File: src/rtl/osc_gate_ctrl.sv
// Gate/latch scheduler for NUM_CH ring-oscillator counters; emits one sample frame per gate.
// Define OSC_GATE_SEQ_EN to add the smp_seq frame sequence number output.
module osc_gate_ctrl #(
  parameter int unsigned NUM_CH      = 2,
  parameter int unsigned CNT_W       = 32,
  parameter int unsigned GATE_CYCLES = 10_000_000,
  parameter int unsigned RUN_SAMPLES = 30,
  parameter int unsigned HALT_GATES  = 1,
  parameter int unsigned ACK_TIMEOUT = 1024
) (
  input  logic                      ref_clk,
  input  logic                      arst_n,
  input  logic                      enable,
  output logic                      osc_rst,
  output logic                      osc_halt,
  output logic                      osc_latch_req,
  input  logic [NUM_CH-1:0]         osc_latch_ack,
  input  logic [NUM_CH*CNT_W-1:0]   osc_count,
  output logic                      smp_valid,
  input  logic                      smp_ready,
  output logic [NUM_CH*CNT_W-1:0]   smp_data,
  output logic [NUM_CH-1:0]         smp_ch_ok,
  output logic [7:0]                smp_drops
`ifdef OSC_GATE_SEQ_EN
  ,
  output logic [15:0]               smp_seq
`endif
);

  localparam int unsigned DATA_W      = NUM_CH * CNT_W;
  localparam int unsigned HALT_CYCLES = HALT_GATES * GATE_CYCLES;
  localparam int unsigned MAX_GH      = (GATE_CYCLES > HALT_CYCLES) ? GATE_CYCLES : HALT_CYCLES;
  localparam int unsigned TMR_MAX     = (MAX_GH > ACK_TIMEOUT) ? MAX_GH : ACK_TIMEOUT;
  localparam int unsigned TMR_W       = (TMR_MAX > 1) ? $clog2(TMR_MAX) : 1;
  localparam int unsigned SMP_W       = (RUN_SAMPLES > 0) ? $clog2(RUN_SAMPLES + 1) : 1;

  typedef enum logic [2:0] {
    S_IDLE, S_CLEAR, S_GATE, S_REQ, S_REL, S_PUSH, S_HALT
  } state_t;

  state_t              state_q, state_d;
  logic [TMR_W-1:0]    tmr_q, tmr_d;
  logic [SMP_W-1:0]    samples_q, samples_d;
  logic [NUM_CH-1:0]   ack_meta_q, ack_sync_q;
  logic [DATA_W-1:0]   cap_data_q, cap_d;
  logic [NUM_CH-1:0]   cap_ok_q;
  logic [7:0]          drop_q;
  logic                osc_rst_q, osc_halt_q, req_q;
  logic                smp_valid_q;
  logic [DATA_W-1:0]   smp_data_q;
  logic [NUM_CH-1:0]   smp_ok_q;
  logic [7:0]          smp_drops_q;
  logic                cap_en, push, halt_now;
  logic                acks_all, acks_none, ack_tmo;
  logic [SMP_W-1:0]    samples_inc;

  assign acks_all    = &ack_sync_q;
  assign acks_none   = ~|ack_sync_q;
  assign ack_tmo     = (tmr_q == TMR_W'(ACK_TIMEOUT - 1));
  assign samples_inc = samples_q + SMP_W'(1);
  assign halt_now    = (RUN_SAMPLES != 0) && (samples_inc == SMP_W'(RUN_SAMPLES));

  // Timed-out channels contribute a zero count
  always_comb begin
    cap_d = '0;
    for (int unsigned i = 0; i < NUM_CH; i++) begin
      if (ack_sync_q[i]) cap_d[i*CNT_W +: CNT_W] = osc_count[i*CNT_W +: CNT_W];
    end
  end

  always_comb begin
    state_d   = state_q;
    tmr_d     = tmr_q + TMR_W'(1);
    samples_d = samples_q;
    cap_en    = 1'b0;
    push      = 1'b0;
    unique case (state_q)
      S_IDLE: begin
        tmr_d = '0;
        if (enable) state_d = S_CLEAR;
      end
      S_CLEAR: begin
        tmr_d   = '0;
        state_d = S_GATE;
      end
      S_GATE: begin
        if (tmr_q == TMR_W'(GATE_CYCLES - 1)) begin
          tmr_d   = '0;
          state_d = S_REQ;
        end
      end
      S_REQ: begin
        if (acks_all || ack_tmo) begin
          tmr_d   = '0;
          cap_en  = 1'b1;
          state_d = S_REL;
        end
      end
      S_REL: begin
        if (acks_none || ack_tmo) begin
          tmr_d   = '0;
          state_d = S_PUSH;
        end
      end
      S_PUSH: begin
        tmr_d = '0;
        push  = 1'b1;
        if (RUN_SAMPLES != 0) samples_d = samples_inc;
        if (halt_now)    state_d = S_HALT;
        else if (enable) state_d = S_CLEAR;
        else             state_d = S_IDLE;
      end
      S_HALT: begin
        samples_d = '0;
        if (tmr_q == TMR_W'(HALT_CYCLES - 1)) begin
          tmr_d   = '0;
          state_d = enable ? S_CLEAR : S_IDLE;
        end
      end
      default: state_d = S_IDLE;
    endcase
  end

`ifdef OSC_GATE_SEQ_EN
  logic [15:0] seq_q, smp_seq_q;
  assign smp_seq = smp_seq_q;

  // Sequence advances on every push so gaps reveal dropped frames
  always_ff @(posedge ref_clk or negedge arst_n) begin
    if (!arst_n) begin
      seq_q     <= '0;
      smp_seq_q <= '0;
    end else if (push) begin
      seq_q <= seq_q + 16'd1;
      if (!smp_valid_q || smp_ready) smp_seq_q <= seq_q;
    end
  end
`endif

  always_ff @(posedge ref_clk or negedge arst_n) begin
    if (!arst_n) begin
      state_q     <= S_IDLE;
      tmr_q       <= '0;
      samples_q   <= '0;
      ack_meta_q  <= '0;
      ack_sync_q  <= '0;
      cap_data_q  <= '0;
      cap_ok_q    <= '0;
      drop_q      <= '0;
      osc_rst_q   <= 1'b1;
      osc_halt_q  <= 1'b1;
      req_q       <= 1'b0;
      smp_valid_q <= 1'b0;
      smp_data_q  <= '0;
      smp_ok_q    <= '0;
      smp_drops_q <= '0;
    end else begin
      state_q    <= state_d;
      tmr_q      <= tmr_d;
      samples_q  <= samples_d;
      ack_meta_q <= osc_latch_ack;
      ack_sync_q <= ack_meta_q;
      osc_rst_q  <= (state_d == S_IDLE) || (state_d == S_CLEAR);
      osc_halt_q <= (state_d == S_IDLE) || (state_d == S_HALT);
      req_q      <= (state_d == S_REQ);
      if (cap_en) begin
        cap_data_q <= cap_d;
        cap_ok_q   <= ack_sync_q;
      end
      // A new frame replaces the held one only if the slot is free or being accepted now
      if (push) begin
        if (!smp_valid_q || smp_ready) begin
          smp_valid_q <= 1'b1;
          smp_data_q  <= cap_data_q;
          smp_ok_q    <= cap_ok_q;
          smp_drops_q <= drop_q;
          drop_q      <= '0;
        end else if (drop_q != 8'hFF) begin
          drop_q <= drop_q + 8'd1;
        end
      end else if (smp_valid_q && smp_ready) begin
        smp_valid_q <= 1'b0;
      end
    end
  end

  assign osc_rst       = osc_rst_q;
  assign osc_halt      = osc_halt_q;
  assign osc_latch_req = req_q;
  assign smp_valid     = smp_valid_q;
  assign smp_data      = smp_data_q;
  assign smp_ch_ok     = smp_ok_q;
  assign smp_drops     = smp_drops_q;

endmodule
File: config.mk
export PLATFORM = sky130hd
export DESIGN_NAME = osc_gate_ctrl
export DESIGN_NICKNAME = d
export VERILOG_FILES = /design/src/rtl/osc_gate_ctrl.sv
export SDC_FILE = /design/constraint.sdc
export NUM_CORES = 1
export LEC_CHECK = 0
export ABC_CLOCK_PERIOD_IN_PS = 5000
export CORE_MARGIN = 3
export CORE_UTILIZATION = 40
export CTS_CLUSTER_SIZE = 16
export DETAILED_ROUTE_END_ITERATION = 10
export PLACE_DENSITY = 0.68
export RECOVER_POWER = 50
export SLEW_MARGIN = 20
export SYNTH_ARGS = -nofsm -noshare
export SYNTH_HDL_FRONTEND = slang
export SYNTH_SLANG_ARGS = --single-unit
export TNS_END_PERCENT = 50
File: constraint.sdc
create_clock -name ref_clk -period 5 [get_ports ref_clk]
set_clock_uncertainty 0.15 [all_clocks]
set_input_delay 1.5 -clock ref_clk [delete_from_list [all_inputs] [get_ports ref_clk]]
set_output_delay 1.5 -clock ref_clk [all_outputs]
set_load 0.05 [all_outputs]
==> summary.md <==
| Metric | Value |
|---|---|
| Status | `complete, but fails checks` |
| Failing checks | `capacitance limit, slew limit` |
| # DRC | `0` |
| Postcts setup bufs | `0` |
| Count of state elements after synthesis | `roughly 190` |
| Multi-input logic area | `just under 0.003 mm2` |
| CTS tree | `built` |
| CP required | `5380 ps` |
| Crit Path Class | `input port to asynchronous set/reset pin` |
| Setup WS pre-CTS | `1420 ps` |
| Syn avg cell area | `about 12 um2` |
| Syn Nets | `a little under 800` |
| Post-Syn Instances | `~700` |
| Setup ws final | `~1500 ps` |
| CP arrival | `approximately 4000 ps` |
| Relative slew slack | `-68.2%` |
| Peak Freq | `0.282 GHz` |
| DRT Wirelength | `around 17,000 um` |
| M1 GR Usage | `roughly 22%` |
| Most common cell in the synthesized netlist | `dfrtp_1` |
| Distinct cells, synth | `between 40 and 50` |
| Via count | `5,412` |
| Area of the die | `roughly 0.022 mm2` |
| Clock tree sinks | `around 190` |
| Met2 GRT Util | `25.6%` |
| H-tree depth | `4` |
| Final Instance Count excl. Fillers | `between 1,000 and 1,500` |
| Setup TNS | `0 ps` |
| Crit path launch type | `input port` |
| CP max stage cell | `clkbuf_2` |
| Share of cells above drive strength 1 | `about 14%` |
| Wire per inst | `15.4 um` |
| Hpwl dp | `between 10,000 and 15,000 um` |
| Root buf cell | `clkbuf_16` |
| Seq/Total Area, Yosys | `roughly 58%` |
| Pre-antenna DRT Iters | `5` |
| Chip height | `148 um` |
| Global-route wire length before repair | `28,700 um` |
| VDD IR-drop max | `approximately 0.24 mV` |
| WP buf/inv | `2` |
| Min Tclk post-route | `roughly 3500 ps` |
| Main synth FF type | `dfrtp_1` |
| Synth top area cells | `dfrtp_1, mux2_2, mux2i_1` |
| Via density | `4.83` |
| Max-slew violations | `100` |
| Initial antenna violation count | `0` |
| Mapped Area | `0.00810 mm2` |
| Busiest layer in global routing | `met2` |
| Final RePlAce weighted congestion | `0.826` |
| Antenna cells | `0` |
| Cts repair resizes | `0` |
| Total Nets Final | `a little over 900` |
| Final Hold Vio Count | `0` |
| Remaining Overflow, GRT | `0` |
| Clock-pin transition on the worst setup and hold timing paths | `60 ps` |
| Crit-path leading delay family | `buffers and inverters` |
| Vias in the first global route | `between 5,000 and 6,000` |
| Asr flop ratio synth | `100%` |
| Die width | `between 100 and 150 um` |
| Fillers | `around 1,800` |
| CP peak stage delay | `1760 ps` |
| Pleak | `roughly 5.1 nW` |
| IO Count | `about 150` |
| Layout area overhead | `28.8%` |
| Synth top cells by count | `dfrtp_1, nand2_1, mux2_2` |
| Synthesis warning total | `0` |
| Critical path endpoint category | `asynchronous set/reset pin` |
| EDFF count, synth | `0` |
| Core ar. | `between 0.015 and 0.02 mm2` |
| Cts hold-fix bufs | `0` |
| Slew @ Worst Pin | `about 2500 ps` |
| Crit-path cells | `clkbuf_2, buf_4` |
| Initial Utilization | `between 40% and 50%` |
| Period utilization | `70.9%` |
| Cell type with the largest total area after synthesis | `dfrtp_1` |
| Cell count after placement | `~1,100` |
| Pin count of the biggest net entering global routing | `101` |
| I/O Buffers | `between 100 and 150` |
| Clk_lat worst skew | `420 ps` |
| Tot GR Track Use | `around 16%` |
| RSZ-0062 raised after global routing | `false` |
| Starting DRT DRC Count | `between 200 and 250` |
| Worst Hold Class | `flip-flop to flip-flop` |
| Worst-path fanout max | `100` |
| P per Cell Area | `approximately 500 mW/mm2` |
| # setup viols final | `0` |
| Met3 usage | `about 3.5%` |
| Post-synth top area share | `roughly 57%` |
| Remaining antenna violation count | `0` |
| MaxCap Viol Count | `1` |
| Row count | `just over 50` |
| CTS Buffer Depth | `2` |
| TritonCTS Buffers | `17` |
| Register area | `around 0.0047 mm2` |
-- registers in the layout (all words and copies together), names as in the netlist --
name           cells
cap_ok_q           2
osc_latch_req      1
osc_rst            1
cap_data_q        64
ack_sync_q         2
smp_ch_ok          2
samples_q          5
tmr_q             24
state_q            3
ack_meta_q         2
smp_data          64
osc_halt           1
smp_drops          8
drop_q             8
smp_valid          1
-- kinds of logic after synthesis --
family / Yosys count / share of synthesized area [%]
buffers and inverters: 106 / 5.38
muxes: 140 / 18.5
adders and majority gates: 4 / 0.618
xor gates and xnor gates: 30 / 3.24
and+or+nand+nor: 201 / 11.6
AOI/OAI and AO/OA: 30 / 2.55
DFF: 188 / 58.1
-- routing by layer --
metal	routed length, um	vias to the layer above
li1	-	2613
met1	8010	2647
met2	8150	127
met3	719	25
met4	386	0
met5	0	-
-- layout by cell type (no fill, tap or decap), drive strengths merged, types with 3 or more instances in the layout --
cell             n
dfrtp          186
clkdlybuf4s50  142
nand2           93
mux2            76
inv             72
mux2i           64
nor2            35
clkbuf          21
xnor2           18
nand3           17
nand4           13
nor3            12
xor2            12
o21ai           11
buf             11
clkinv           7
nor4             6
and3             5
or3              4
a21oi            4
ha               4
dlygate4sd3      4
and4             3
o31ai            3
nor2b            3
clkinvlp         3
-- path summary, 6_finish.rpt --
| kind | cells past startpoint | slack [ps] | startpoint | endpoint |
|---|---|---|---|---|
| worst min register to register | 0 | 200 | ack_meta_q[1] | ack_sync_q[1] |
| min in group asynchronous | 1 | 1710 | arst_n | cap_data_q[47] |
| worst max-delay path | 2 | 1450 | arst_n | osc_rst |
| max in group ref_clk | 1 | 1610 | osc_rst | osc_rst |
| worst max register to register | 6 | 1760 | tmr_q[17] | cap_ok_q[0] |
| worst min-delay path | 0 | 200 | ack_meta_q[1] | ack_sync_q[1] |
-- report_power, final --
part	switching, mW	total (mW)	internal (mW)
Combinational	1.03	1.67	0.645
Clock	0.581	1.33	0.753
Sequential	0.254	2.20	1.95
Total	1.86	5.21	3.35
-- through the flow --
step | util [%] | hold WS (ps) | total power [mW] | instance area [um2]
after floorplan | - | 181 | 3.31 | 8100
after global placement | 50.2 | 185 | 3.89 | 9870
after detailed placement | 50.2 | 189 | 3.92 | 9870
after CTS | 53.2 | 204 | 5.27 | 10500
after global routing | 53.1 | 224 | 5.48 | 10400
final | 53.1 | 200 | 5.21 | 10400
-- area by class of cell --
cell class	instances	share of cell area, %
clock buffer	19	4.24
clock inverter	13	1.35
inverter	71	2.55
multi-input combinational	405	28.3
sequential	188	45.1
tap	265	3.18
timing repair buffer	159	15.2
-- worst register-to-register path, delay by kind of cell, from the launching register on --
| kind | cells | cell delay [ps] |
|---|---|---|
| compound gates | 1 | 410 |
| buf+inv | 1 | 510 |
| flops | 1 | 420 |
| mux | 1 | 370 |
| simple gates | 3 | 1280 |
Note: power is estimated with default switching activity, not from simulation.
